<file path="src/rtl/simple_dma_controller_pkg.sv">
// Shared types and constants for the simple DMA controller: one-hot FSM states,
// bus widths and the memory byte-enable patterns.
package simple_dma_controller_pkg;

    localparam int ADDR_W = 15;
    localparam int CNT_W  = 16;

    localparam logic [1:0] MEM_WE_WR = 2'b11;
    localparam logic [1:0] MEM_WE_RD = 2'b00;

    typedef enum logic [6:0] {
        IDLE     = 7'b000_0001,
        WAIT_DEV = 7'b000_0010,
        REQ      = 7'b000_0100,
        RDAT     = 7'b000_1000,
        NEXT     = 7'b001_0000,
        GAP      = 7'b010_0000,
        DONE     = 7'b100_0000
    } state_e;

    function automatic logic [ADDR_W-1:0] word_addr(input logic [CNT_W-1:0] byte_addr);
        return byte_addr[CNT_W-1:1];
    endfunction

endpackage

</file>
<file path="src/rtl/simple_dma_controller_if.sv">
// Device-side job handshake plus openMSP430 DMA master port, bundled as one interface.
// master: the controller's view; slave: the device/memory environment's view.
interface simple_dma_controller_if;
    import simple_dma_controller_pkg::*;

    logic              dma_rqst;
    logic              dma_rd_wr;
    logic [CNT_W-1:0]  dma_start_address;
    logic [CNT_W-1:0]  dma_num_words;
    logic              dev_ack;
    logic [15:0]       dev_out;
    logic [15:0]       dev_in;
    logic              dma_ack;
    logic              dma_end_flag;
    logic              dma_err;
    logic [ADDR_W-1:0] mem_addr;
    logic [15:0]       mem_din;
    logic              mem_en;
    logic [1:0]        mem_we;
    logic              mem_priority;
    logic              mem_wkup;
    logic [15:0]       mem_dout;
    logic              mem_ready;
    logic              mem_resp;

    modport master (
        input  dma_rqst, dma_rd_wr, dma_start_address, dma_num_words, dev_ack, dev_out,
               mem_dout, mem_ready, mem_resp,
        output dev_in, dma_ack, dma_end_flag, dma_err, mem_addr, mem_din, mem_en, mem_we,
               mem_priority, mem_wkup
    );

    modport slave (
        output dma_rqst, dma_rd_wr, dma_start_address, dma_num_words, dev_ack, dev_out,
               mem_dout, mem_ready, mem_resp,
        input  dev_in, dma_ack, dma_end_flag, dma_err, mem_addr, mem_din, mem_en, mem_we,
               mem_priority, mem_wkup
    );

endinterface

</file>
<file path="src/rtl/simple_dma_controller_addr_cnt.sv">
// dma_addr_cnt: word address incrementer (15-bit wrap), remaining-word down-counter
// and beats-in-burst counter. Flags reflect the registered values.
module dma_addr_cnt
    import simple_dma_controller_pkg::*;
#(
    parameter int unsigned BURST_LEN = 4
) (
    input  logic              clk_i,
    input  logic              rst_ni,
    input  logic              load_i,
    input  logic              step_i,
    input  logic [ADDR_W-1:0] addr_i,
    input  logic [CNT_W-1:0]  cnt_i,
    output logic [ADDR_W-1:0] addr_o,
    output logic              cnt_zero_o,
    output logic              burst_hit_o
);

    logic [ADDR_W-1:0] addr_q, addr_d;
    logic [CNT_W-1:0]  cnt_q, cnt_d;
    logic [15:0]       beat_q, beat_d;

    // Next address/count/beat; a full burst restarts the beat count on the following step
    always_comb begin
        addr_d = addr_q;
        cnt_d  = cnt_q;
        beat_d = beat_q;
        if (load_i) begin
            addr_d = addr_i;
            cnt_d  = cnt_i;
            beat_d = 16'd0;
        end else if (step_i) begin
            addr_d = addr_q + 15'd1;
            cnt_d  = cnt_q - 16'd1;
            beat_d = burst_hit_o ? 16'd1 : beat_q + 16'd1;
        end else begin
            addr_d = addr_q;
            cnt_d  = cnt_q;
            beat_d = beat_q;
        end
    end

    // Counter registers
    always_ff @(posedge clk_i or negedge rst_ni) begin
        if (!rst_ni) begin
            addr_q <= 15'd0;
            cnt_q  <= 16'd0;
            beat_q <= 16'd0;
        end else begin
            addr_q <= addr_d;
            cnt_q  <= cnt_d;
            beat_q <= beat_d;
        end
    end

    assign addr_o      = addr_q;
    assign cnt_zero_o  = (cnt_q == 16'd0);
    assign burst_hit_o = (beat_q == 16'(BURST_LEN));

endmodule

</file>
<file path="src/rtl/simple_dma_controller.sv">
// Executes one device word-transfer job at a time on the openMSP430 DMA master port.
// Optional bus-error abort is enabled by defining SIMPLE_DMA_CTRL_ERR_ABORT_EN.
module simple_dma_controller
    import simple_dma_controller_pkg::*;
#(
    parameter int unsigned BURST_LEN = 4,
    parameter logic        PRIO      = 1'b0
) (
    input  logic                    mclk,
    input  logic                    reset_n,
    simple_dma_controller_if.master bus
);

    state_e            state_q, state_d;
    logic              dir_q, dir_d;
    logic              done_seen_q;
    logic              load_s, step_s, err_set_s, err_clr_s;
    logic              cnt_zero_s, burst_hit_s;
    logic [ADDR_W-1:0] addr_s;
    logic              mem_en_s, dma_ack_s, end_flag_s;
    logic [1:0]        mem_we_s;
    logic [15:0]       mem_din_s, dev_in_s;
    logic              unused_s;

    dma_addr_cnt #(.BURST_LEN(BURST_LEN)) u_addr_cnt (
        .clk_i       (mclk),
        .rst_ni      (reset_n),
        .load_i      (load_s),
        .step_i      (step_s),
        .addr_i      (word_addr(bus.dma_start_address)),
        .cnt_i       (bus.dma_num_words),
        .addr_o      (addr_s),
        .cnt_zero_o  (cnt_zero_s),
        .burst_hit_o (burst_hit_s)
    );

    // State, direction and first-cycle-of-DONE tracking
    always_ff @(posedge mclk or negedge reset_n) begin
        if (!reset_n) begin
            state_q     <= IDLE;
            dir_q       <= 1'b0;
            done_seen_q <= 1'b0;
        end else begin
            state_q     <= state_d;
            dir_q       <= dir_d;
            done_seen_q <= (state_q == DONE);
        end
    end

    // Next state and bus outputs
    always_comb begin
        state_d    = state_q;
        dir_d      = dir_q;
        load_s     = 1'b0;
        step_s     = 1'b0;
        err_set_s  = 1'b0;
        err_clr_s  = 1'b0;
        mem_en_s   = 1'b0;
        mem_we_s   = MEM_WE_RD;
        mem_din_s  = 16'd0;
        dev_in_s   = 16'd0;
        dma_ack_s  = 1'b0;
        end_flag_s = 1'b0;
        case (state_q)
            IDLE: begin
                if (bus.dma_rqst) begin
                    load_s    = 1'b1;
                    err_clr_s = 1'b1;
                    dir_d     = bus.dma_rd_wr;
                    state_d   = (bus.dma_num_words == 16'd0) ? DONE : WAIT_DEV;
                end else begin
                    state_d = IDLE;
                end
            end
            WAIT_DEV: begin
                if (!bus.dma_rqst)    state_d = IDLE;
                else if (bus.dev_ack) state_d = REQ;
                else                  state_d = WAIT_DEV;
            end
            REQ: begin
                mem_en_s = 1'b1;
                if (!dir_q) begin
                    mem_we_s  = MEM_WE_WR;
                    mem_din_s = bus.dev_out;
                end else begin
                    mem_we_s  = MEM_WE_RD;
                end
                if (bus.mem_ready) begin
                    if (!dir_q) begin
                        dma_ack_s = 1'b1;
                        step_s    = 1'b1;
                        state_d   = NEXT;
                    end else begin
                        state_d   = RDAT;
                    end
                end else begin
                    state_d = REQ;
                end
            end
            RDAT: begin
                dev_in_s = bus.mem_dout;
`ifdef SIMPLE_DMA_CTRL_ERR_ABORT_EN
                if (bus.mem_resp) begin
                    err_set_s = 1'b1;
                    state_d   = DONE;
                end else begin
                    dma_ack_s = 1'b1;
                    step_s    = 1'b1;
                    state_d   = NEXT;
                end
`else
                dma_ack_s = 1'b1;
                step_s    = 1'b1;
                state_d   = NEXT;
`endif
            end
            NEXT: begin
`ifdef SIMPLE_DMA_CTRL_ERR_ABORT_EN
                // A write's bus response arrives here, one cycle after its accept
                if (!dir_q && bus.mem_resp) begin
                    err_set_s = 1'b1;
                    state_d   = DONE;
                end else
`endif
                if (cnt_zero_s)         state_d = DONE;
                else if (!bus.dma_rqst) state_d = IDLE;
                else if (burst_hit_s)   state_d = GAP;
                else                    state_d = WAIT_DEV;
            end
            GAP: begin
                state_d = WAIT_DEV;
            end
            DONE: begin
                end_flag_s = !done_seen_q;
                if (!bus.dma_rqst) state_d = IDLE;
                else               state_d = DONE;
            end
            default: begin
                state_d = IDLE;
            end
        endcase
    end

`ifdef SIMPLE_DMA_CTRL_ERR_ABORT_EN
    logic err_q;

    // Sticky bus error, cleared when the next job is latched
    always_ff @(posedge mclk or negedge reset_n) begin
        if (!reset_n)       err_q <= 1'b0;
        else if (err_clr_s) err_q <= 1'b0;
        else if (err_set_s) err_q <= 1'b1;
        else                err_q <= err_q;
    end

    assign bus.dma_err = err_q;
    assign unused_s    = bus.dma_start_address[0];
`else
    assign bus.dma_err = 1'b0;
    assign unused_s    = ^{bus.dma_start_address[0], bus.mem_resp, err_set_s, err_clr_s};
`endif

    assign bus.mem_en       = mem_en_s;
    assign bus.mem_addr     = mem_en_s ? addr_s : 15'd0;
    assign bus.mem_we       = mem_we_s;
    assign bus.mem_din      = mem_din_s;
    assign bus.mem_priority = mem_en_s & PRIO;
    assign bus.mem_wkup     = (state_q != IDLE);
    assign bus.dev_in       = dev_in_s;
    assign bus.dma_ack      = dma_ack_s;
    assign bus.dma_end_flag = end_flag_s;

endmodule
</file>
<file path="src/flat_wrapper.sv">
// flat-port wrapper written by rule: the top's interface ports become plain ports
module simple_dma_controller_flat import simple_dma_controller_pkg::*;
#(
    parameter int unsigned BURST_LEN = 4,
    parameter logic        PRIO      = 1'b0
)
  (mclk, reset_n, bus_dma_rqst, bus_dma_rd_wr, bus_dma_start_address, bus_dma_num_words, bus_dev_ack, bus_dev_out, bus_mem_dout, bus_mem_ready, bus_mem_resp, bus_dev_in, bus_dma_ack, bus_dma_end_flag, bus_dma_err, bus_mem_addr, bus_mem_din, bus_mem_en, bus_mem_we, bus_mem_priority, bus_mem_wkup);
  simple_dma_controller_if bus_i ();
  input  logic mclk;
  input  logic reset_n;
  input wire logic [$bits(bus_i.dma_rqst)-1:0] bus_dma_rqst;
  input wire logic [$bits(bus_i.dma_rd_wr)-1:0] bus_dma_rd_wr;
  input wire logic [$bits(bus_i.dma_start_address)-1:0] bus_dma_start_address;
  input wire logic [$bits(bus_i.dma_num_words)-1:0] bus_dma_num_words;
  input wire logic [$bits(bus_i.dev_ack)-1:0] bus_dev_ack;
  input wire logic [$bits(bus_i.dev_out)-1:0] bus_dev_out;
  input wire logic [$bits(bus_i.mem_dout)-1:0] bus_mem_dout;
  input wire logic [$bits(bus_i.mem_ready)-1:0] bus_mem_ready;
  input wire logic [$bits(bus_i.mem_resp)-1:0] bus_mem_resp;
  output wire logic [$bits(bus_i.dev_in)-1:0] bus_dev_in;
  output wire logic [$bits(bus_i.dma_ack)-1:0] bus_dma_ack;
  output wire logic [$bits(bus_i.dma_end_flag)-1:0] bus_dma_end_flag;
  output wire logic [$bits(bus_i.dma_err)-1:0] bus_dma_err;
  output wire logic [$bits(bus_i.mem_addr)-1:0] bus_mem_addr;
  output wire logic [$bits(bus_i.mem_din)-1:0] bus_mem_din;
  output wire logic [$bits(bus_i.mem_en)-1:0] bus_mem_en;
  output wire logic [$bits(bus_i.mem_we)-1:0] bus_mem_we;
  output wire logic [$bits(bus_i.mem_priority)-1:0] bus_mem_priority;
  output wire logic [$bits(bus_i.mem_wkup)-1:0] bus_mem_wkup;
  assign bus_i.dma_rqst = bus_dma_rqst;
  assign bus_i.dma_rd_wr = bus_dma_rd_wr;
  assign bus_i.dma_start_address = bus_dma_start_address;
  assign bus_i.dma_num_words = bus_dma_num_words;
  assign bus_i.dev_ack = bus_dev_ack;
  assign bus_i.dev_out = bus_dev_out;
  assign bus_i.mem_dout = bus_mem_dout;
  assign bus_i.mem_ready = bus_mem_ready;
  assign bus_i.mem_resp = bus_mem_resp;
  assign bus_dev_in = bus_i.dev_in;
  assign bus_dma_ack = bus_i.dma_ack;
  assign bus_dma_end_flag = bus_i.dma_end_flag;
  assign bus_dma_err = bus_i.dma_err;
  assign bus_mem_addr = bus_i.mem_addr;
  assign bus_mem_din = bus_i.mem_din;
  assign bus_mem_en = bus_i.mem_en;
  assign bus_mem_we = bus_i.mem_we;
  assign bus_mem_priority = bus_i.mem_priority;
  assign bus_mem_wkup = bus_i.mem_wkup;
  simple_dma_controller #(.BURST_LEN(BURST_LEN), .PRIO(PRIO)) u_core (.mclk(mclk), .reset_n(reset_n), .bus(bus_i));
endmodule
</file>
<file path="config.mk">
export PLATFORM = sky130hd
export DESIGN_NAME = simple_dma_controller_flat
export DESIGN_NICKNAME = d
export VERILOG_FILES = /design/src/rtl/simple_dma_controller_pkg.sv /design/src/rtl/simple_dma_controller_if.sv /design/src/rtl/simple_dma_controller_addr_cnt.sv /design/src/rtl/simple_dma_controller.sv /design/src/flat_wrapper.sv
export SDC_FILE = /design/constraint.sdc
export NUM_CORES = 1
export LEC_CHECK = 0
export ABC_AREA = 1
export BUFFER_PORTS_ARGS = -buffer_cell sky130_fd_sc_hd__buf_2
export CELL_PAD_IN_SITES_DETAIL_PLACEMENT = 0
export CELL_PAD_IN_SITES_GLOBAL_PLACEMENT = 2
export CORE_MARGIN = 3
export CORE_UTILIZATION = 29
export DETAILED_ROUTE_END_ITERATION = 7
export GPL_TIMING_DRIVEN = 0
export PLACE_DENSITY_LB_ADDON = 0.1
export SETUP_SLACK_MARGIN = 0.15
export SLEW_MARGIN = 20
export SYNTH_ARGS = -nofsm -noshare
export SYNTH_HDL_FRONTEND = slang
export SYNTH_SLANG_ARGS = --single-unit
</file>
<file path="constraint.sdc">
create_clock -name mclk -period 4.05 [get_ports mclk]
set_clock_uncertainty 0.15 [all_clocks]
set_input_delay 0 -clock mclk [delete_from_list [all_inputs] [get_ports mclk]]
set_output_delay 0 -clock mclk [all_outputs]
set_load 0.03 [all_outputs]
</file>
==> impl_metrics.yaml <==
status:
  status: "finished clean"
clock_network:
  cts_setup_buffers: 0
  cts_buffers: 5
  clk_pin_slew_worst_paths_ns: 0.07
  cts_root_buf: "clkbuf_16"
  htreeDepth: 2
  cts_buffer_depth: 2
  cts_tree: "built"
  clock-sinks: 56
  clk_latency_ns: 0.31
die:
  io_pins: 126
  die-area_um2: 16500
  start_util_pct: 29.8
  rows: 44
  die_y_um: 129
  die_w_um: 129
  core_um2: 14600
synth:
  synth_top_area_share_pct: 31.6
  yosysTopAreaCell: "dfrtp_1"
  yosys-top-cells-area: "dfrtp_1 (32%), nand2_1 (18%), nor2_1 (10%)"
  synth_edf_count: 0
  syn_area_um2: 4360
  synthCells: 711
  ys_seq_area_share_pct: 32.2
  synth_seq_cells: 56
  yosysMostFrequentCell: "nand2_1"
  synth_flop_cell: "dfrtp_1"
  ys_async_sr_fraction_pct: 100
  syn_area_per_cell_um2: 6.13
  netlist_top_cells_count: "nand2_1 (212), nor2_1 (119), inv_1 (105)"
  ys_types: 32
  ys_warn_count: 0
detailed_routing:
  final_antenna_net_count: 0
  drc_errors: 0
  vias: 4918
  routedWlPerCell_um: 13.8
  wl_um: 14700
  drt_pass1_iterations: 7
  drt_iter0_drc: 317
  vias_per_cell: 4.63
hold_path:
  hold_start: "bus_dev_ack"
  min_path_cells: 5
  hold_class: "input pin to register"
  hold-path-endpoint: "u_core.state_q[1]"
layout:
  stdcell_area_um2: 5760
  drive_above_1_share_pct: 19.3
  areaGrowthSynthToFinish_pct: 32.0
  diodes: 0
  post-route-util_pct: 39.3
  seq_area_um2: 1400
  nNetsFinal: 953
  instances_no_fill: 1063
  multi_input_area_um2: 2370
  fillers: 1599
pwr:
  p_leak_nw: 3.22
  powerDensity_nw_per_um2: 467
  ir_worst_vdd_mv: 0.215
  power_mw: 2.69
worst_setup_path:
  r2r_slack_ns: 2.07
  crit_path_start_kind: "register"
  reg2reg_from: "u_core.state_q[1]"
  criticalPathCategory: "register to output port"
  endpoint_kind: "output port"
  r2r_cells: 6
  crit_fanout: 10
  r2r-end: "u_core.state_q[2]"
  worstPathArrival_ns: 2.05
  critPathLaunch: "u_core.state_q[1]"
  crit_required_ns: 3.90
timing:
  setup_viol: 0
  post-route-min-period_ns: 2.20
  fin_tns_setup_ns: 0
  setup_slack_ns: 1.85
  hold_violations: 0
  holdWs_ns: 0.0262
  max_freq_mhz: 454
  slew_violations: 0
  slew_headroom_pct: 38.2
  rsz0062_at_grt: "false"
  tightest_slew_ns: 0.923
  period_share_pct: 54.4
global_routing:
  overflow: 0
  grt_pass1_wl_um: 23100
  grt_pass1_vias: 4496
  antenna_found_initial: 0
  grtUsageTotal_pct: 17.6
  grt_max_degree: 40
placement:
  io_buffers: 121
  hpwl_um: 10900
  placed_cell_area_um2: 5230
  dp_slack_ns: 2.12
  dp_cells: 1018
  place.gp.congestion: 0.840
flow_run:
  cap_viol_max_count: 0
-- sequential cells by signal, summed over array words and instances, names as in the netlist --
| register | cells |
|---|---|
| u_core.dir_q | 1 |
| u_core.done_seen_q | 1 |
| u_core.state_q | 7 |
| u_core.u_addr_cnt.addr_o | 15 |
| u_core.u_addr_cnt.beat_q | 16 |
| u_core.u_addr_cnt.cnt_q | 16 |
-- cell type report --
| type | instances | share of cell area [%] |
|---|---|---|
| clock buffer | 8 | 2.72 |
| multi-input combinational | 524 | 41.2 |
| sequential | 56 | 24.4 |
| buffer | 24 | 3.17 |
| tap | 184 | 4.00 |
| inverter | 108 | 7.06 |
| timing repair buffer | 159 | 17.5 |
-- critical path, stage by stage (launching register included) --
cell,delay [ns]
dfrtp_1,0.40
inv_1,0.09
nand2_2,0.09
nor2_1,0.18
nand2_2,0.22
nor2_2,0.20
inv_2,0.09
buf_2,0.18
nor2_1,0.10
buf_2,0.20
-- logic make-up after synthesis --
| family | Yosys count | synth area share (%) |
|---|---|---|
| XOR/XNOR | 7 | 1.41 |
| adder cells (fa/ha/maj) | 4 | 1.15 |
| buffers and inverters | 132 | 13.5 |
| AO/OA/AOI/OAI | 34 | 4.07 |
| other | 1 | 0.0860 |
| AND/OR/NAND/NOR | 477 | 47.6 |
| flip-flops | 56 | 32.2 |
-- what timing repair did --
item | CTS | global route
hold endpoints to repair | 94 | 0
gates resized for setup | 0 | 0
hold buffers | 37 | 0
-- layer usage --
metal / wire length [um] / share of wire (%) / GRT usage [%]
met5: 0 / 0 / 0
met4: 179 / 1.2 / 4.26
met3: 814 / 5.5 / 2.82
met2: 6460 / 44 / 28.3
met1: 7240 / 49 / 24.7
-- worst max path at each step --
stage,slack (ns),end
2_1_floorplan,2.04,bus_mem_din[10]
3_3_place_gp,2.13,u_core.u_addr_cnt.addr_o[7]
3_5_place_dp,2.12,u_core.u_addr_cnt.addr_o[7]
4_1_cts,1.81,bus_mem_din[12]
5_1_grt,1.65,bus_mem_din[11]
6_report,1.85,bus_mem_din[12]
-- layout by cell type, fill, tap and decap left out, types with 2 or more instances in the layout --
cell type,count
nand3_2,2
clkbuf_16,5
nor2_2,3
xor2_1,7
nand2_2,5
dlygate4sd3_1,37
dfrtp_1,55
nor2_1,119
inv_1,105
nor3_1,8
clkbuf_8,2
inv_2,2
o21ai_0,30
or2_2,3
or2_0,10
nand2_1,212
conb_1,2
nand3_1,85
buf_4,7
buf_2,127
ha_1,4
clkbuf_1,3
buf_6,8
nand4_1,26
-- where the power goes --
group	total (mW)	internal, mW	switching (mW)
Sequential	0.919	0.724	0.195
Combinational	1.28	0.464	0.820
Clock	0.487	0.265	0.222
No activity file was read; power rests on OpenSTA's default activity.
